### config.mk
export PLATFORM = sky130hd
export DESIGN_NAME = ct_mmu_jtlb_tag_arb
export DESIGN_NICKNAME = d
export VERILOG_FILES = /design/src/rtl/ct_mmu_jtlb_tag_arb.sv
export SDC_FILE = /design/constraint.sdc
export NUM_CORES = 1
export LEC_CHECK = 0
export CORE_AREA = 2 2 265 267
export CTS_CLUSTER_DIAMETER = 50
export DETAILED_ROUTE_END_ITERATION = 6
export DIE_AREA = 0 0 267 269
export HOLD_SLACK_MARGIN = 0.12
export MAX_ROUTING_LAYER = met4
export SLEW_MARGIN = 20
export SYNTH_ARGS = -nofsm -noshare
export SYNTH_HDL_FRONTEND = slang
export SYNTH_SLANG_ARGS = --single-unit
export TNS_END_PERCENT = 20
### constraint.sdc
create_clock -name forever_cpuclk -period 5 [get_ports forever_cpuclk]
set_input_delay 0.5 -clock forever_cpuclk [delete_from_list [all_inputs] [get_ports forever_cpuclk]]
set_output_delay 0.5 -clock forever_cpuclk [all_outputs]
set_load 0.005 [all_outputs]
### src/rtl/ct_mmu_jtlb_tag_arb.sv
`default_nettype none
// ============================================================================
// Module   : ct_mmu_jtlb_tag_arb
// Purpose  : Arbiter/sequencer for the single-port JTLB tag array
//            (256 entries x 196 bits = four 48-bit ways + 4-bit FIFO field).
//            Shares the array between PTW refill writes, JTLB lookup reads
//            and a full-array invalidate sweep (TLBI-all).
// Revision : 1.0 - initial release
// ----------------------------------------------------------------------------
// Ports
//   forever_cpuclk        clock
//   cpurst                synchronous active-high reset
//   wr_req/idx/way/tag/fifo, wr_gnt      refill write channel
//   rd_req/idx, rd_gnt                   lookup read channel
//   rd_data_vld, rd_data                 read return (one cycle after rd_gnt)
//   jtlb_tag_dout                        array read data (passed to rd_data)
//   sweep_req, sweep_busy, sweep_done    invalidate-all sweep control
//   jtlb_tag_cen/idx/wen/din             array control
// Configuration
//   CT_MMU_JTLB_SWEEP_YIELD_EN : when defined, lookup reads may take sweep
//   slots (at most three consecutive yields before the sweep takes one).
// ============================================================================
module ct_mmu_jtlb_tag_arb (
    input  logic         forever_cpuclk,
    input  logic         cpurst,
    // refill write
    input  logic         wr_req,
    input  logic [7:0]   wr_idx,
    input  logic [3:0]   wr_way,
    input  logic [47:0]  wr_tag,
    input  logic [3:0]   wr_fifo,
    output logic         wr_gnt,
    // lookup read
    input  logic         rd_req,
    input  logic [7:0]   rd_idx,
    output logic         rd_gnt,
    output logic         rd_data_vld,
    output logic [195:0] rd_data,
    // invalidate sweep
    input  logic         sweep_req,
    output logic         sweep_busy,
    output logic         sweep_done,
    // tag array
    input  logic [195:0] jtlb_tag_dout,
    output logic         jtlb_tag_cen,
    output logic [7:0]   jtlb_tag_idx,
    output logic [4:0]   jtlb_tag_wen,
    output logic [195:0] jtlb_tag_din
);

    typedef enum logic [1:0] {
        ST_IDLE  = 2'd0,
        ST_SWEEP = 2'd1,
        ST_DONE  = 2'd2
    } state_t;

    state_t      state_q;
    state_t      state_d;
    logic [7:0]  sweep_cnt_q;
    logic [7:0]  sweep_cnt_d;
    logic        rd_vld_q;
    logic        yield_take;

`ifdef CT_MMU_JTLB_SWEEP_YIELD_EN
    logic [1:0]  yield_cnt_q;
    logic [1:0]  yield_cnt_d;

    // A pending read steals the sweep slot unless three slots in a row
    // have already been yielded; that bounds the sweep to 4 slots/index.
    assign yield_take = rd_req && (yield_cnt_q != 2'd3);
`else
    assign yield_take = 1'b0;
`endif

    // ------------------------------------------------------------------
    // State registers
    // ------------------------------------------------------------------
    always_ff @(posedge forever_cpuclk) begin
        if (cpurst) begin
            state_q     <= ST_IDLE;
            sweep_cnt_q <= 8'd0;
            rd_vld_q    <= 1'b0;
`ifdef CT_MMU_JTLB_SWEEP_YIELD_EN
            yield_cnt_q <= 2'd0;
`endif
        end else begin
            state_q     <= state_d;
            sweep_cnt_q <= sweep_cnt_d;
            rd_vld_q    <= rd_gnt;
`ifdef CT_MMU_JTLB_SWEEP_YIELD_EN
            yield_cnt_q <= yield_cnt_d;
`endif
        end
    end

    // ------------------------------------------------------------------
    // Next state, grants and array drive.
    // Everything is held quiet while cpurst is high so that a reset that
    // lands mid-sweep does not clear the index it interrupts.
    // ------------------------------------------------------------------
    always_comb begin
        state_d      = state_q;
        sweep_cnt_d  = sweep_cnt_q;
`ifdef CT_MMU_JTLB_SWEEP_YIELD_EN
        yield_cnt_d  = yield_cnt_q;
`endif
        wr_gnt       = 1'b0;
        rd_gnt       = 1'b0;
        jtlb_tag_cen = 1'b0;
        jtlb_tag_idx = 8'd0;
        jtlb_tag_wen = 5'd0;
        jtlb_tag_din = 196'd0;

        if (!cpurst) begin
            case (state_q)
                ST_IDLE: begin
                    if (wr_req) begin
                        // Tag is replicated to every way; wen picks which
                        // ways actually take it. FIFO field always written.
                        wr_gnt       = 1'b1;
                        jtlb_tag_cen = 1'b1;
                        jtlb_tag_idx = wr_idx;
                        jtlb_tag_wen = {1'b1, wr_way};
                        jtlb_tag_din = {wr_fifo, {4{wr_tag}}};
                    end else if (rd_req) begin
                        rd_gnt       = 1'b1;
                        jtlb_tag_cen = 1'b1;
                        jtlb_tag_idx = rd_idx;
                    end else if (sweep_req) begin
                        state_d     = ST_SWEEP;
                        sweep_cnt_d = 8'd0;
`ifdef CT_MMU_JTLB_SWEEP_YIELD_EN
                        yield_cnt_d = 2'd0;
`endif
                    end
                end

                ST_SWEEP: begin
                    if (yield_take) begin
                        rd_gnt       = 1'b1;
                        jtlb_tag_cen = 1'b1;
                        jtlb_tag_idx = rd_idx;
`ifdef CT_MMU_JTLB_SWEEP_YIELD_EN
                        yield_cnt_d  = yield_cnt_q + 2'd1;
`endif
                    end else begin
                        jtlb_tag_cen = 1'b1;
                        jtlb_tag_idx = sweep_cnt_q;
                        jtlb_tag_wen = 5'b11111;
`ifdef CT_MMU_JTLB_SWEEP_YIELD_EN
                        yield_cnt_d  = 2'd0;
`endif
                        // Last index ends the sweep; the counter is left
                        // at 255 rather than wrapping into a second pass.
                        if (sweep_cnt_q == 8'hFF) begin
                            state_d = ST_DONE;
                        end else begin
                            sweep_cnt_d = sweep_cnt_q + 8'd1;
                        end
                    end
                end

                ST_DONE: begin
                    state_d = ST_IDLE;
                end

                default: begin
                    state_d = ST_IDLE;
                end
            endcase
        end
    end

    // ------------------------------------------------------------------
    // Status and read return
    // ------------------------------------------------------------------
    assign sweep_busy  = !cpurst && ((state_q == ST_SWEEP) || (state_q == ST_DONE));
    assign sweep_done  = !cpurst && (state_q == ST_DONE);
    assign rd_data_vld = rd_vld_q && !cpurst;
    assign rd_data     = jtlb_tag_dout;

    // ------------------------------------------------------------------
    // Structural properties
    // ------------------------------------------------------------------
    a_gnt_excl: assert property (@(posedge forever_cpuclk) !(wr_gnt && rd_gnt));
    a_wen_cen:  assert property (@(posedge forever_cpuclk)
                                 (jtlb_tag_wen != 5'd0) |-> jtlb_tag_cen);

endmodule
`default_nettype wire

Yosys cells after proc, flatten, opt, wreduce, memory -nomap -nowiden
Index checks and enable logic that the tools add are counted.
{"block": "classes", "addsub": 1, "n_eq_ne": 8, "muxes": 30, "n_reduce_logical": 9}
{"operator": "$mux W196", "n": 3}
{"operator": "$mux W8", "n": 7}
{"operator": "$pmux W8 S2", "n": 2}
{"operator": "$mux W5", "n": 2}
{"operator": "$ne A2 B2 Y1 const B", "n": 5}
{"operator": "$pmux W5 S2", "n": 1}
{"operator": "$mux W1", "n": 9}
{"operator": "$add A8 B1 Y8 const B", "n": 1}
{"operator": "$eq A8 B8 Y1 const B", "n": 1}
{"operator": "$mux W2", "n": 4}
{"operator": "$reduce_and A5 Y1", "n": 1}
{"operator": "$pmux W2 S2", "n": 1}
{"operator": "$reduce_and A4 Y1", "n": 1}
{"operator": "$logic_and A1 B1 Y1", "n": 3}
{"operator": "$eq A2 B1 Y1 const B", "n": 1}
{"operator": "$eq A2 B2 Y1 const B", "n": 1}
{"operator": "$logic_not A2 Y1", "n": 1}
{"operator": "$pmux W1 S2", "n": 1}
{"operator": "$reduce_bool A2 Y1", "n": 1}
{"operator": "$logic_not A1 Y1", "n": 1}
{"operator": "$logic_or A1 B1 Y1", "n": 1}
{"block": "totals", "regBits": 11, "inputBits": 273, "out_inout_bits": 411, "wordCells": 51}

Depth between registers and ports, before layout
{"block": "depth", "word_depth": 4, "depth_mapped": 9, "depth_no_buf": 7}

Worst setup path after synthesis
OpenSTA, ideal clock, no wires.
{"block": "synth_path", "path_type": "register to output", "start": "register state_q[0]", "end": "output jtlb_tag_din[100]", "arrival_ns": 1.819, "required_ns": 4.500, "slack_ns": 2.681, "stages_incl_launch_ff": 10, "cell_sequence": "dfxtp_1 inv_1 ha_1 and2_1 clkbuf_1 nor2b_1 buf_2 clkbuf_1 and2_1 buf_4"}
{"block": "synth_via", "elab_chain_cells": 3}
{"item": "start: declaration", "line": "57", "text": "state_t state_q;"}
{"item": "start signal: assignment", "line": "87", "text": "state_q <= state_d;"}
{"item": "$logic_not A2 Y1", "line": "115", "text": "case (state_q)"}
{"item": "$mux W196", "line": "115"}
{"item": "$mux W196", "line": "114", "text": "if (!cpurst) begin"}
{"item": "end: declaration", "line": "48", "text": "output logic [195:0] jtlb_tag_din"}
Every way passes these cells.

Worst setup path in the final report
{"block": "layout_path", "start": "register state_q[0]", "end": "output jtlb_tag_idx[6]"}
{"block": "layout_via", "elab_chain_cells": 3, "word_cells_on_any_way": 4, "classes_between": "1 x eq/ne; 2 x mux; 1 x reduce/logical"}
{"item": "$eq A2 B1 Y1 or $logic_not A2 Y1 (tied branches)", "line": "115"}
{"item": "$pmux W8 S2 *", "line": "115"}
{"item": "$mux W8 *", "line": "114"}
{"item": "end: declaration", "line": "46", "text": "output logic [7:0] jtlb_tag_idx,"}
Every way passes the cells marked *; elsewhere a longest branch is shown, timed or not.

==> flow_summary.json <==
{
  "status": "completed",
  "crit_path_start": "state_q[0]",
  "io_pins": 684,
  "setup_violations": 0,
  "finClkSkew_ns": 0.001211,
  "rsz0062_at_grt": "no",
  "cts_setup_buffers": 0,
  "synth_area_per_cell_um2": 7.381,
  "reg2regPathDepth": 7,
  "final_cell_mix": "clkdlybuf4s50_1, and2_1, nor2_1",
  "htreeDepth": 1,
  "power_switching_w": 0.0002173,
  "synth.distinct_cells": 33,
  "synthCells": 516,
  "synth_top_area_frac": 0.6702,
  "crit_type": "reg -> out",
  "synth_seq_cells": 11,
  "nFillCells": 8151,
  "first_pass_iters": 7,
  "synth-adder-area-share": 0.01971,
  "cp-start-kind": "flip-flop",
  "synth.area.top_cells": "buf_4, and2_1, dfxtp_1",
  "vias": 2872,
  "grt_first_pass_wirelength_um": 17140,
  "numClockSinks": 11,
  "cp_max_fo": 57,
  "power.internal_w": 0.0004724,
  "final_util": 0.07811,
  "clk_pin_slew_worst_paths_ns": 0.04,
  "antenna_found_initial": 1,
  "core-area_um2": 69300,
  "yosys.area_share.simple": 0.1606,
  "start_util": 0.05496,
  "synthFlopType": "dfxtp_1",
  "tightestPinTransition_ns": 0.6752,
  "fin_crit_ns": 3.349,
  "cp_data_required_time_ns": 4.50,
  "post-route-drc-count": 0,
  "grt_pass1_vias": 2441,
  "r2r-start": "state_q[1]",
  "grt_max_degree": 57,
  "power.share.combinational": 0.645,
  "viasPerCell": 2.049,
  "synth-compound-area-share": 0.06965,
  "ys_seq_area_frac": 0.05782,
  "port-buffer-count": 291,
  "gp_congestion": 0.7254,
  "netSwitchingFraction": 0.3151,
  "synth_xor_area_frac": 0,
  "grtUsageTotal": 0.03479,
  "die_h_um": 269,
  "ir_drop_v": 0.00009561,
  "drive_gt1_frac": 0.02826,
  "crit_arrival_ns": 2.85,
  "holdBufCountCts": 0,
  "reg2reg_to": "sweep_cnt_q[3]",
  "final_hold_viol_count": 0,
  "clkLatencyLatePin_ns": 0.24,
  "gr-total-overflow": 0,
  "relSlewSlack": 0.5498,
  "die_w_um": 267,
  "hpwl_um": 12440,
  "numCtsBuffers": 3,
  "endpoint_kind": "output port",
  "area_growth_syn_to_layout_pct": 42.12,
  "synth_fp_nets": 795,
  "total_power_w": 0.0006898,
  "final_common_cell": "clkdlybuf4s50_1",
  "rrSetupSlack_ns": 2.70,
  "root_buffer": "clkbuf_16",
  "period_share": 0.6698,
  "synth_mux_area_frac": 0.002628,
  "slew_viol_final": 0,
  "drtIter0Drc": 102,
  "fp.dieArea_um2": 71820,
  "fin_tns_setup_ns": 0,
  "power.leakage_nw": 1.580,
  "synth_top_family_by_area": "buffers and inverters",
  "cts_buffer_depth": 2,
  "hp-class": "reg -> reg",
  "ys_warn_count": 0,
  "post_cts_resized": 0,
  "max_freq_mhz": 298.6,
  "yosysTopAreaCell": "buf_4",
  "endpoint": "jtlb_tag_idx[6]",
  "pwr_density_cell_nw_per_um2": 127.4,
  "synth_area_um2": 3809,
  "synth_async_sr_flop_share": 0,
  "pwr-share-seq": 0.136,
  "tritoncts": "done",
  "clkPwrFrac": 0.219,
  "wire_per_inst_um": 10.22,
  "nets": 740,
  "synth_edf_count": 0,
  "postRouteWirelength_um": 14330,
  "ant_nets": 0,
  "drv_cap": 0,
  "rows": 97
}
[sequential cells by signal, summed over array words and instances, names as in the netlist]
register,count
sweep_cnt_q,8
state_q,2
rd_vld_q,1
[layout make-up]
type	count	area, um^2	area share
Inverter	6	22.52	0.004161
Clock buffer	4	78.83	0.01456
Multi-Input combinational cell	146	969.7	0.1791
Timing Repair Buffer	293	2940	0.5432
Sequential cell	11	220.2	0.04068
Antenna cell	2	5.005	0.0009246
Tap cell	940	1176	0.2173
[worst max-delay path, cell delays in order (launching register included)]
cell and delay, ns:
dfxtp_1 0.38, inv_1 0.10, ha_1 0.28, and2_1 0.26, nor2b_4 0.16, buf_12 0.18, a222oi_1 0.49, inv_1 0.14
clkdlybuf4s50_1 0.60
[power by group through the flow]
stage | sequential (W) | clock [W] | combinational, W
2_1_floorplan | 0.0000944 | 0 | 0.000353
3_3_place_gp | 0.0000949 | 0 | 0.000450
3_5_place_dp | 0.0000953 | 0 | 0.000449
4_1_cts | 0.0000938 | 0.000154 | 0.000452
5_1_grt | 0.0000940 | 0.000156 | 0.000482
6_report | 0.0000938 | 0.000151 | 0.000445
[cells in the mapped netlist (2+ instances only)]
cell type,count
buf_4,340
and2_1,53
nor2_1,14
clkbuf_1,11
dfxtp_1,11
nand2_1,10
nand3_1,9
a222oi_1,8
a21oi_1,7
ha_1,6
inv_1,6
nor2b_1,6
o21ai_0,6
o21a_1,5
a31oi_1,2
buf_2,2
nand3b_1,2
nor3_1,2
or4b_1,2
[logic make-up after synthesis]
family	count (synthesis)
buffers and inverters	359
AND/OR/NAND/NOR	105
AO/OA/AOI/OAI	34
flip-flops	11
adder cells (fa/ha/maj)	6
multiplexers	1
[worst min path at each step]
stage                           to  cells past startpoint  slack (ns)            from
detailed placement      state_q[1]                      2        0.51      state_q[1]
CTS                     state_q[1]                      2        0.52      state_q[1]
global placement        state_q[1]                      2        0.51      state_q[1]
floorplan           sweep_cnt_q[1]                      2        0.47  sweep_cnt_q[1]
finish                  state_q[1]                      2        0.52      state_q[1]
global route        sweep_cnt_q[1]                      2        0.55  sweep_cnt_q[1]
[metal layers]
metal  vias up  part of all wire  routed length [um]  track usage
met4         0             0.030                 431      0.01321
met1      1188              0.29                4146      0.02781
met3        39              0.26                3753      0.03836
li1       1180                 -                   -            -
met2       465              0.42                6000      0.05096
met5         -                 0                   0            -
[per-stage QoR]
stage / setup slack, ns / cell area, um^2 / cells / hold slack, ns
3_5_place_dp: 1.554 / 5329 / 1396 / 0.5124
4_1_cts: 1.514 / 5408 / 1400 / 0.5186
5_1_grt: 1.399 / 5410 / 1401 / 0.5514
6_report: 1.651 / 5413 / 1402 / 0.5152
2_1_floorplan: 2.681 / 3809 / 516 / 0.4739
3_3_place_gp: 1.514 / 5329 / 1396 / 0.5072
Note: power is estimated with default switching activity, not from simulation.
